**config.mk**
```make
export PLATFORM = sky130hd
export DESIGN_NAME = writeback_vector_sequencer
export DESIGN_NICKNAME = d
export VERILOG_FILES = /design/src/rtl/writeback_vector_sequencer.sv
export SDC_FILE = /design/constraint.sdc
export NUM_CORES = 1
export LEC_CHECK = 0
export ABC_AREA = 1
export ABC_CLOCK_PERIOD_IN_PS = 12700
export CAP_MARGIN = 30
export CORE_AREA = 2 2 284 286
export CTS_BUF_LIST = sky130_fd_sc_hd__clkbuf_8
export DETAILED_ROUTE_END_ITERATION = 12
export DIE_AREA = 0 0 286 288
export GPL_ROUTABILITY_DRIVEN = 0
export HOLD_SLACK_MARGIN = 0.1
export PLACE_DENSITY = 0.54
export SKIP_LAST_GASP = 1
export SYNTH_ARGS = -nofsm -noshare
export SYNTH_HDL_FRONTEND = slang
export SYNTH_SLANG_ARGS = --single-unit
```
**constraint.sdc**
```tcl
create_clock -name clk -period 12.7 [get_ports clk]
set_clock_uncertainty 0.05 [all_clocks]
set_input_delay 1.905 -clock clk [delete_from_list [all_inputs] [get_ports clk]]
set_output_delay 1.905 -clock clk [all_outputs]
set_load 0.005 [all_outputs]
```
**src/rtl/writeback_vector_sequencer.sv**
```systemverilog
// Writeback stage: selects ALU/memory results, writes scalars in one cycle and
// streams a V-bit vector result into the vector register file as V/L lane beats.
module writeback_vector_sequencer #(
    parameter int N = 32,
    parameter int V = 256,
    parameter int R = 5,
    parameter int L = 64
) (
    input  logic                                      clk,
    input  logic                                      rst,
    input  logic                                      RegWriteW,
    input  logic                                      RegWriteVW,
    input  logic                                      MemtoRegW,
    input  logic [N-1:0]                              ALUResultW,
    input  logic [N-1:0]                              ReadDataW,
    input  logic [V-1:0]                              ALUResultVW,
    input  logic [V-1:0]                              ReadDataVW,
    input  logic [R-1:0]                              WA3W,
    output logic [N-1:0]                              ResultW,
    output logic                                      WE3,
    output logic [R-1:0]                              WA3,
    output logic [N-1:0]                              WD3,
    output logic                                      WEV,
    output logic [R-1:0]                              WAV,
    output logic [L-1:0]                              WDV,
    output logic [((V/L) > 1 ? $clog2(V/L) : 1)-1:0] LaneV,
    output logic                                      EnW,
    output logic                                      BusyW
);

    localparam int B  = V / L;
    localparam int CW = (B > 1) ? $clog2(B) : 1;

    typedef enum logic {
        IDLE,
        VBEAT
    } state_t;

    state_t          state, stateNext;
    logic [CW-1:0]   cnt, cntNext;
    logic [V-1:0]    vbuf;
    logic [R-1:0]    abuf;
    logic            capture;
    logic [V-1:0]    vsrc;

    assign ResultW = MemtoRegW ? ReadDataW : ALUResultW;
    assign vsrc    = MemtoRegW ? ReadDataVW : ALUResultVW;

    assign WE3 = RegWriteW & (state == IDLE);
    assign WA3 = WA3W;
    assign WD3 = ResultW;

    always_ff @(posedge clk or posedge rst) begin
        if (rst) begin
            state <= IDLE;
            cnt   <= '0;
            vbuf  <= '0;
            abuf  <= '0;
        end else begin
            state <= stateNext;
            cnt   <= cntNext;
            if (capture) begin
                vbuf <= vsrc;
                abuf <= WA3W;
            end
        end
    end

    // Beat 0 is written straight from the pipeline register; later beats come
    // from vbuf/abuf so the frozen register's inputs are never re-sampled.
    always_comb begin
        stateNext = state;
        cntNext   = cnt;
        capture   = 1'b0;
        WEV       = 1'b0;
        WAV       = WA3W;
        WDV       = vsrc[L-1:0];
        LaneV     = '0;
        EnW       = 1'b1;
        BusyW     = 1'b0;

        unique case (state)
            IDLE: begin
                if (RegWriteVW) begin
                    WEV = 1'b1;
                    if (B > 1) begin
                        EnW       = 1'b0;
                        capture   = 1'b1;
                        cntNext   = CW'(1);
                        stateNext = VBEAT;
                    end
                end
            end
            VBEAT: begin
                WEV   = 1'b1;
                LaneV = cnt;
                WDV   = vbuf[int'(cnt)*L +: L];
                WAV   = abuf;
                BusyW = 1'b1;
                if (cnt == CW'(B - 1)) begin
                    EnW       = 1'b1;
                    cntNext   = '0;
                    stateNext = IDLE;
                end else begin
                    EnW     = 1'b0;
                    cntNext = cnt + CW'(1);
                end
            end
            default: stateNext = IDLE;
        endcase
    end

endmodule

```
Word-level counts from Yosys, hierarchy flattened
Index checks and enable logic that the tools add are counted. Widths: inputs -> output; s select.

Add/sub/neg operators: 1. Multiply operators: 0. Div/mod/pow operators: 0. Magnitude comparators: 0. Equality and inequality tests: 2. Shifts and indexed selects: 1. Muxes and demuxes: 17. Bitwise logic cells: 2. Reductions and logical operators: 0.

Operators with widths (number): $mux 256 (1); $shiftx 256x9->64 (1); $mux 64 (1); $mux 32 (1); $mux 1 (6); $mux 2 (3); $pmux 1 s2 (3); $mux 5 (1); $pmux 2 s2 (1); $add 2x1->2 const B (1); $eq 2x2->1 const B (1); $ne 2x2->1 const B (1); $and 1x1->1 (1); $not 1->1 (1).

Flip-flop bits (word level): 264. Latch bits: 0. RAM bits: 0. ROM bits: 0. Input port bits: 586. Output and inout bits: 144. Word-level logic and storage cells: 27. Memories kept: 0.

Logic depth before layout (Yosys ltp)
Gate-level depths: netlist of run 1.

Word-level depth: 3. Depth in mapped cells: 9.

Worst setup path before layout of run 1
OpenSTA, ideal clock, no wires.

Path kind: input -> output. Start point: in MemtoRegW. End point: out WD3[11]. Arrival time: 2879 ps. Required time: 10745 ps. Setup slack: 7866 ps. Stages: 9. Path buffers: 6. Cell sequence: buf_6 > buf_6 > buf_6 > inv_6 > buf_4 > buf_4 > nand2_1 > nand2_1 > buf_4.

Cells in the longest elaborated chain, start to end: 1.

Ends and longest elaborated chain: start: declaration (line 13) `input logic MemtoRegW,`; $mux 32 (line 46) `assign ResultW = MemtoRegW ? ReadDataW : ALUResultW;`; end: declaration (line 22) `output logic [N-1:0] WD3,`.

Every way passes these cells.

Final worst setup path of run 1
Start point: in MemtoRegW. End point: out WDV[3].

Cells in the longest elaborated chain, start to end: 2.

Ends and longest elaborated chain: $mux 256 (line 47) `assign vsrc = MemtoRegW ? ReadDataVW : ALUResultVW;`; $mux 64 (line 82) `unique case (state)`; end: declaration (line 25) `output logic [L-1:0] WDV,`.

Every way passes these cells.

==> results of run 1 <==
-- placed cells by master (no fill, tap or decap), drive strengths merged --
cell,count
nand3,128
diode,12
o22ai,192
bufinv,2
nor2,194
o21ai,268
clkbuf,68
a21oi,1
inv,294
clkinv,7
ha,1
buf,19
clkinvlp,1
dfrtp,264
clkdlybuf4s50,728
nand2,880
-- flip-flops by register name, summed over array words and instances, names as in the netlist --
register / flops
vbuf: 256
abuf: 5
cnt: 2
state: 1
-- power by group through the flow --
stage,Sequential (uW),Clock (uW),Combinational [uW]
2_1_floorplan,1340,0,1500
3_3_place_gp,1410,0,2520
3_5_place_dp,1420,0,2530
4_1_cts,1400,969,2550
5_1_grt,1450,1000,2820
6_report,1400,930,2520
-- routing by layer --
| metal | up-vias | global-route usage | wire [um] |
|---|---|---|---|
| met1 | 8278 | 0.210 | 30700 |
| met3 | 121 | 0.0355 | 4400 |
| li1 | 8791 | - | - |
| met5 | - | 0 | 29 |
| met4 | 6 | 0.0630 | 2190 |
| met2 | 535 | 0.290 | 36000 |
-- worst register-to-register path, delay by kind of cell (launching register included) --
family,cells,cell delay (ns)
buf+inv,3,1.64
simple gates,1,0.23
compound gates,2,0.93
flops,1,0.68
-- logic make-up (layout without fill, tap and decap cells) --
logic type,count (synthesis),count (layout),share of synthesized area
other,0,12,0
adder cells (fa/ha/maj),1,1,0.000775
AND/OR/NAND/NOR,1202,1202,0.290
buffers and inverters,487,1119,0.142
AO/OA/AOI/OAI,461,461,0.158
flip-flops,264,264,0.409
-- metrics by stage --
step | area (um^2) | power (uW)
2_1_floorplan | 16100 | 2840
3_3_place_gp | 23700 | 3930
3_5_place_dp | 23800 | 3950
4_1_cts | 24900 | 4920
5_1_grt | 24900 | 5270
6_report | 24900 | 4850
-- area by class of cell --
class,count,area (um^2),share of cell area
timing repair buffer,748,7530,0.302
inverter,271,1040,0.0417
clock inverter,33,186,0.00749
sequential,264,6620,0.266
multi-input combinational,1664,7250,0.291
tap,1060,1330,0.0533
antenna,12,30.0,0.00121
clock buffer,67,922,0.0370
-- path summary, 6_finish.rpt --
path,slack [ns],end,from
max in group asynchronous,8.95,vbuf[100],rst
min in group asynchronous,1.74,vbuf[67],rst
hold / removal,0.45,abuf[0],abuf[0]
setup / recovery,6.23,WDV[3],MemtoRegW
hold reg to reg,0.45,abuf[0],abuf[0]
setup reg to reg,9.08,vbuf[165],state
==> results.json, run 1 <==
{
  "status": "finished, final reports clean",
  "cp.arrival_ns": 4.51,
  "cts_setup_buffers": 0,
  "drt-wirelength-per-cell_um": 17.8,
  "swShare": 0.415,
  "ir_worst_vdd_mv": 0.0905,
  "end_kind": "output pin",
  "yosysMostFrequentCell": "nand2_1",
  "clkTransAtPathRegs_ns": 0.05,
  "drive_gt1_frac": 0.0341,
  "start_kind": "input port",
  "grt_pass1_wl_um": 108000,
  "rsz0062_at_grt": "no",
  "grt_usage": 0.170,
  "crit_path_max_incr_delay_ns": 0.56,
  "hp-class": "reg -> reg",
  "drt-initial-drc-count": 1125,
  "ys_ff_latch": 264,
  "cts_buffers": 53,
  "fin_util": 0.313,
  "worst_pin_slew_ns": 1.07,
  "die_y_um": 288,
  "power.leakage_uw": 0.0116,
  "drt_wl_total_um": 73400,
  "yosys.area.top_type_share": 0.409,
  "cp_top_family": "buffers and inverters",
  "portBuffers": 729,
  "slew_headroom": 0.285,
  "postLayoutSetupSlackWorst_ns": 6.23,
  "switching_power_uw": 2010,
  "synth_edf_count": 0,
  "cp_common_cell": "nand2_1",
  "synth_cell_type_count": 17,
  "yosys-top-cells-area": "dfrtp_1, nand2_1, o21ai_0",
  "via_count": 17700,
  "dp_hpwl_um": 50800,
  "start_util": 0.203,
  "synth_top_area_cell": "dfrtp_1",
  "min_period_over_period": 0.509,
  "clockRootBuffer": "clkbuf_8",
  "powerDensity_mw_per_mm2": 195,
  "row_count": 104,
  "syn-num-nets": 3002,
  "path_depth": 8,
  "grt_max_degree": 224,
  "cp_slowest_cell": "inv_8",
  "grt.overflow.total": 0,
  "dp.cells": 4007,
  "cts_sinks": 264,
  "power_frac_comb": 0.519,
  "drc_errors": 0,
  "viasPerCell": 4.30,
  "pre_cts_ws_ns": 6.29,
  "fin_tns_setup_ns": 0,
  "antenna_found_initial": 16,
  "setup_violations": 0,
  "dieArea_mm2": 0.0824,
  "hold_depth": 2,
  "clock_tree.buffer_depth": 3,
  "min_period_ns": 6.47,
  "hold-worst-slack_ns": 0.446,
  "cts_tree": "yes",
  "maxCapViolCount": 0,
  "crit_type": "in -> out",
  "power_frac_clock": 0.192,
  "syn_avg_cell_area_um2": 6.69,
  "die_w_um": 286,
  "synth-async-reset-ratio": 1.00,
  "instances_no_fill": 4119,
  "syn_area_mm2": 0.0161,
  "antenna_left": 0,
  "ctsHoldBuffers": 0,
  "synth_commonest_cells": "nand2_1, inv_1, o21ai_0, dfrtp_1, nor2_1",
  "fill_cells": 8769,
  "htreeDepth": 2,
  "area_delta_synth_final_pct": 54.2,
  "yosysWarnings": 0,
  "intPower_uw": 2840,
  "fmax_mhz": 155,
  "synth.yosys.seq_area_share": 0.409,
  "post_cts_resized": 0,
  "coreArea_mm2": 0.0796,
  "finalMaxSlewViolations": 0,
  "drt_first_pass_iters": 5,
  "clkLatencyLatePin_ns": 0.62,
  "finalNetCount": 3589,
  "required_ns": 10.74,
  "reg2reg_depth": 6,
  "grt_pass1_vias": 17500,
  "synthFlopType": "dfrtp_1",
  "ioPinCount": 730,
  "path_cells": "clkbuf_8, inv_8, buf_12, nand2_1, nand2_1, nand2_1, nand2_1, clkdlybuf4s50_1",
  "synthCells": 2415,
  "seqPwrFrac": 0.289,
  "worst-path-max-fanout": 132,
  "path_buf_inv": 4,
  "hold_viol_final": 0
}
(Power assumes the default switching activity.)
==> run 2, diff against run 1 <==
--- a/config.mk
+++ b/config.mk
@@ -6,15 +6,15 @@
 export NUM_CORES = 1
 export LEC_CHECK = 0
 export ABC_AREA = 1
-export ABC_CLOCK_PERIOD_IN_PS = 12700
+export ABC_CLOCK_PERIOD_IN_PS = 5950
 export CAP_MARGIN = 30
-export CORE_AREA = 2 2 284 286
+export CORE_AREA = 2 2 285 287
 export CTS_BUF_LIST = sky130_fd_sc_hd__clkbuf_8
 export DETAILED_ROUTE_END_ITERATION = 12
-export DIE_AREA = 0 0 286 288
+export DIE_AREA = 0 0 287 289
 export GPL_ROUTABILITY_DRIVEN = 0
 export HOLD_SLACK_MARGIN = 0.1
-export PLACE_DENSITY = 0.54
+export PLACE_DENSITY = 0.55
 export SKIP_LAST_GASP = 1
 export SYNTH_ARGS = -nofsm -noshare
 export SYNTH_HDL_FRONTEND = slang
==> constraint.sdc (replaced) <==
create_clock -name clk -period 5.95 [get_ports clk]
set_clock_uncertainty 0.05 [all_clocks]
set_input_delay 0.8925 -clock clk [delete_from_list [all_inputs] [get_ports clk]]
set_output_delay 0.8925 -clock clk [all_outputs]
set_load 0.005 [all_outputs]
==> run 2 against run 1 <==
Effect of this change: register-to-register slack worse by 6.1 ns; sequential share of layout area is 0.20 points lower; sequential power is 120% higher; largest cell class unchanged; wire length is 1.5% higher; die area is 0.70% higher; first-iteration DRC count is 11% lower; global-route usage hardly changed; final cell count is 0.46% higher; critical path depth is 3 lower; worst hold slack worse by 0.0041 ns.
==> results.json, run 2 (synthesis gave the netlist of run 1 again) <==
{
  "hold_depth": 2,
  "required_ns": 5.01,
  "largest_reg_flops": 256,
  "antenna_found_initial": 10,
  "path_buf_inv": 3,
  "portBuffers": 729,
  "largest_register": "vbuf",
  "critical_path.startpoint": "state",
  "switching_power_uw": 4360,
  "power_frac_comb": 0.514,
  "path_cells": "clkinv_2, nand2_1, o21ai_0, inv_1, clkdlybuf4s50_1",
  "clkTransAtPathRegs_ns": 0.06,
  "min_to": "abuf[4]",
  "cts_buffers": 56,
  "hold_start": "abuf[4]",
  "rsz0062_at_grt": "no",
  "drc_errors": 0,
  "seqPwrFrac": 0.289,
  "start_util": 0.202,
  "setup_violations": 0,
  "timing.rr.end": "vbuf[139]",
  "via_count": 17900,
  "clock_tree.buffer_depth": 3,
  "status": "finished, final reports clean",
  "power_frac_clock": 0.197,
  "drive_gt1_frac": 0.0424,
  "grt.overflow.total": 0,
  "ir_worst_vdd_mv": 0.239,
  "htreeDepth": 2,
  "drt_wl_total_um": 74500,
  "maxCapViolCount": 0,
  "multi_input_area_mm2": 0.00725,
  "clockRootBuffer": "clkbuf_8",
  "fill_cells": 8751,
  "slew_headroom": 0.363,
  "hold_viol_final": 0,
  "crit_path_max_incr_delay_ns": 0.82,
  "viasPerCell": 4.32,
  "cts_tree": "yes",
  "drt-wirelength-per-cell_um": 18.0,
  "grt_usage": 0.170,
  "intPower_uw": 6120,
  "reg2reg_depth": 6,
  "cts_setup_buffers": 0,
  "row_count": 104,
  "powerDensity_mw_per_mm2": 418,
  "end_kind": "output pin",
  "final_cell_mix": "nand2_1, clkdlybuf4s50_1, inv_1",
  "worst_pin_slew_ns": 0.955,
  "ff2ff_setup_slack_ns": 3.01,
  "ioPinCount": 730,
  "min_period_over_period": 0.780,
  "fin_tns_setup_ns": 0,
  "use_met1": 0.214,
  "drt-initial-drc-count": 1000,
  "fmax_mhz": 215,
  "worstReg2RegStart": "state",
  "grt.busiest_layer": "met2",
  "cp_slowest_cell": "dfrtp_4",
  "cp.arrival_ns": 3.70,
  "dieArea_mm2": 0.0829,
  "start_kind": "register",
  "crit_type": "reg -> out",
  "finalNetCount": 3611,
  "cts_sinks": 264,
  "grt_max_degree": 137,
  "grt_pass1_wl_um": 109000,
  "grtUsageMet3": 0.0310,
  "hp-class": "reg -> reg",
  "hold-worst-slack_ns": 0.442,
  "power.leakage_uw": 0.0117,
  "swShare": 0.416,
  "grt.met2_usage": 0.293,
  "finalMaxSlewViolations": 0,
  "ff_latch_area_mm2": 0.00662,
  "die_w_um": 287,
  "clkLatencyLatePin_ns": 0.63,
  "grt_pass1_vias": 17800,
  "dp_hpwl_um": 52500,
  "final_common_cell": "nand2_1",
  "die_y_um": 289,
  "antenna_left": 0,
  "top_regs": "vbuf: 256 flops, abuf: 5 flops, cnt: 2 flops",
  "coreArea_mm2": 0.0799,
  "post_cts_resized": 0,
  "drt_first_pass_iters": 5,
  "ctsHoldBuffers": 0,
  "area_delta_synth_final_pct": 55.3,
  "cp_top_family": "buffers and inverters",
  "worst-path-max-fanout": 37,
  "min_period_ns": 4.64
}
==> run 2: cell type report <==
class / count / share of cell area
clock inverter: 29 / 0.00609
multi-input combinational: 1664 / 0.289
timing repair buffer: 767 / 0.305
tap: 1060 / 0.0529
antenna: 9 / 0.000898
inverter: 271 / 0.0412
clock buffer: 74 / 0.0406
sequential: 264 / 0.264
==> run 2: power by group through the flow <==
stage,registers [uW],clock network (uW),logic [uW]
final,3030,2060,5390
after global routing,3120,2220,6040
after CTS,3030,2140,5460
after detailed placement,3060,0,5430
after global placement,3030,0,5410
after floorplan,2860,0,3200
==> run 2: worst max path at each step <==
stage              end  slack (ns)  cells after the start
4_1_cts            EnW        1.08                      5
6_report           EnW        1.31                      5
5_1_grt            EnW        0.99                      5
3_3_place_gp   WDV[24]        1.69                      8
3_5_place_dp   WDV[23]        1.74                      8
2_1_floorplan  abuf[0]        1.52                      1
==> run 2: stage by stage <==
stage                     cells  setup slack, ns  instance area, um^2  total power (uW)   util
after floorplan            2415             1.52                16100              6060      -
final                      4138             1.31                25100             10500  0.314
after global routing       4136            0.993                25100             11400  0.314
after detailed placement   4026             1.74                23900              8490  0.299
after CTS                  4129             1.08                25100             10600  0.314
after global placement     4026             1.69                23900              8440  0.299
==> run 2: worst reg2reg max path, delay by kind of cell (launching register included) <==
kind | cells | cell delay (ns)
AO/OA/AOI/OAI | 2 | 0.36
buffers and inverters | 3 | 1.14
flip-flops | 1 | 0.72
AND/OR/NAND/NOR | 1 | 0.59
==> run 2: per-layer routing <==
metal	vias up	wire length [um]	share of wire
met5	-	7	0.000094
met4	2	1710	0.023
met3	102	4390	0.059
met2	562	37000	0.50
met1	8377	31300	0.42
li1	8837	-	-
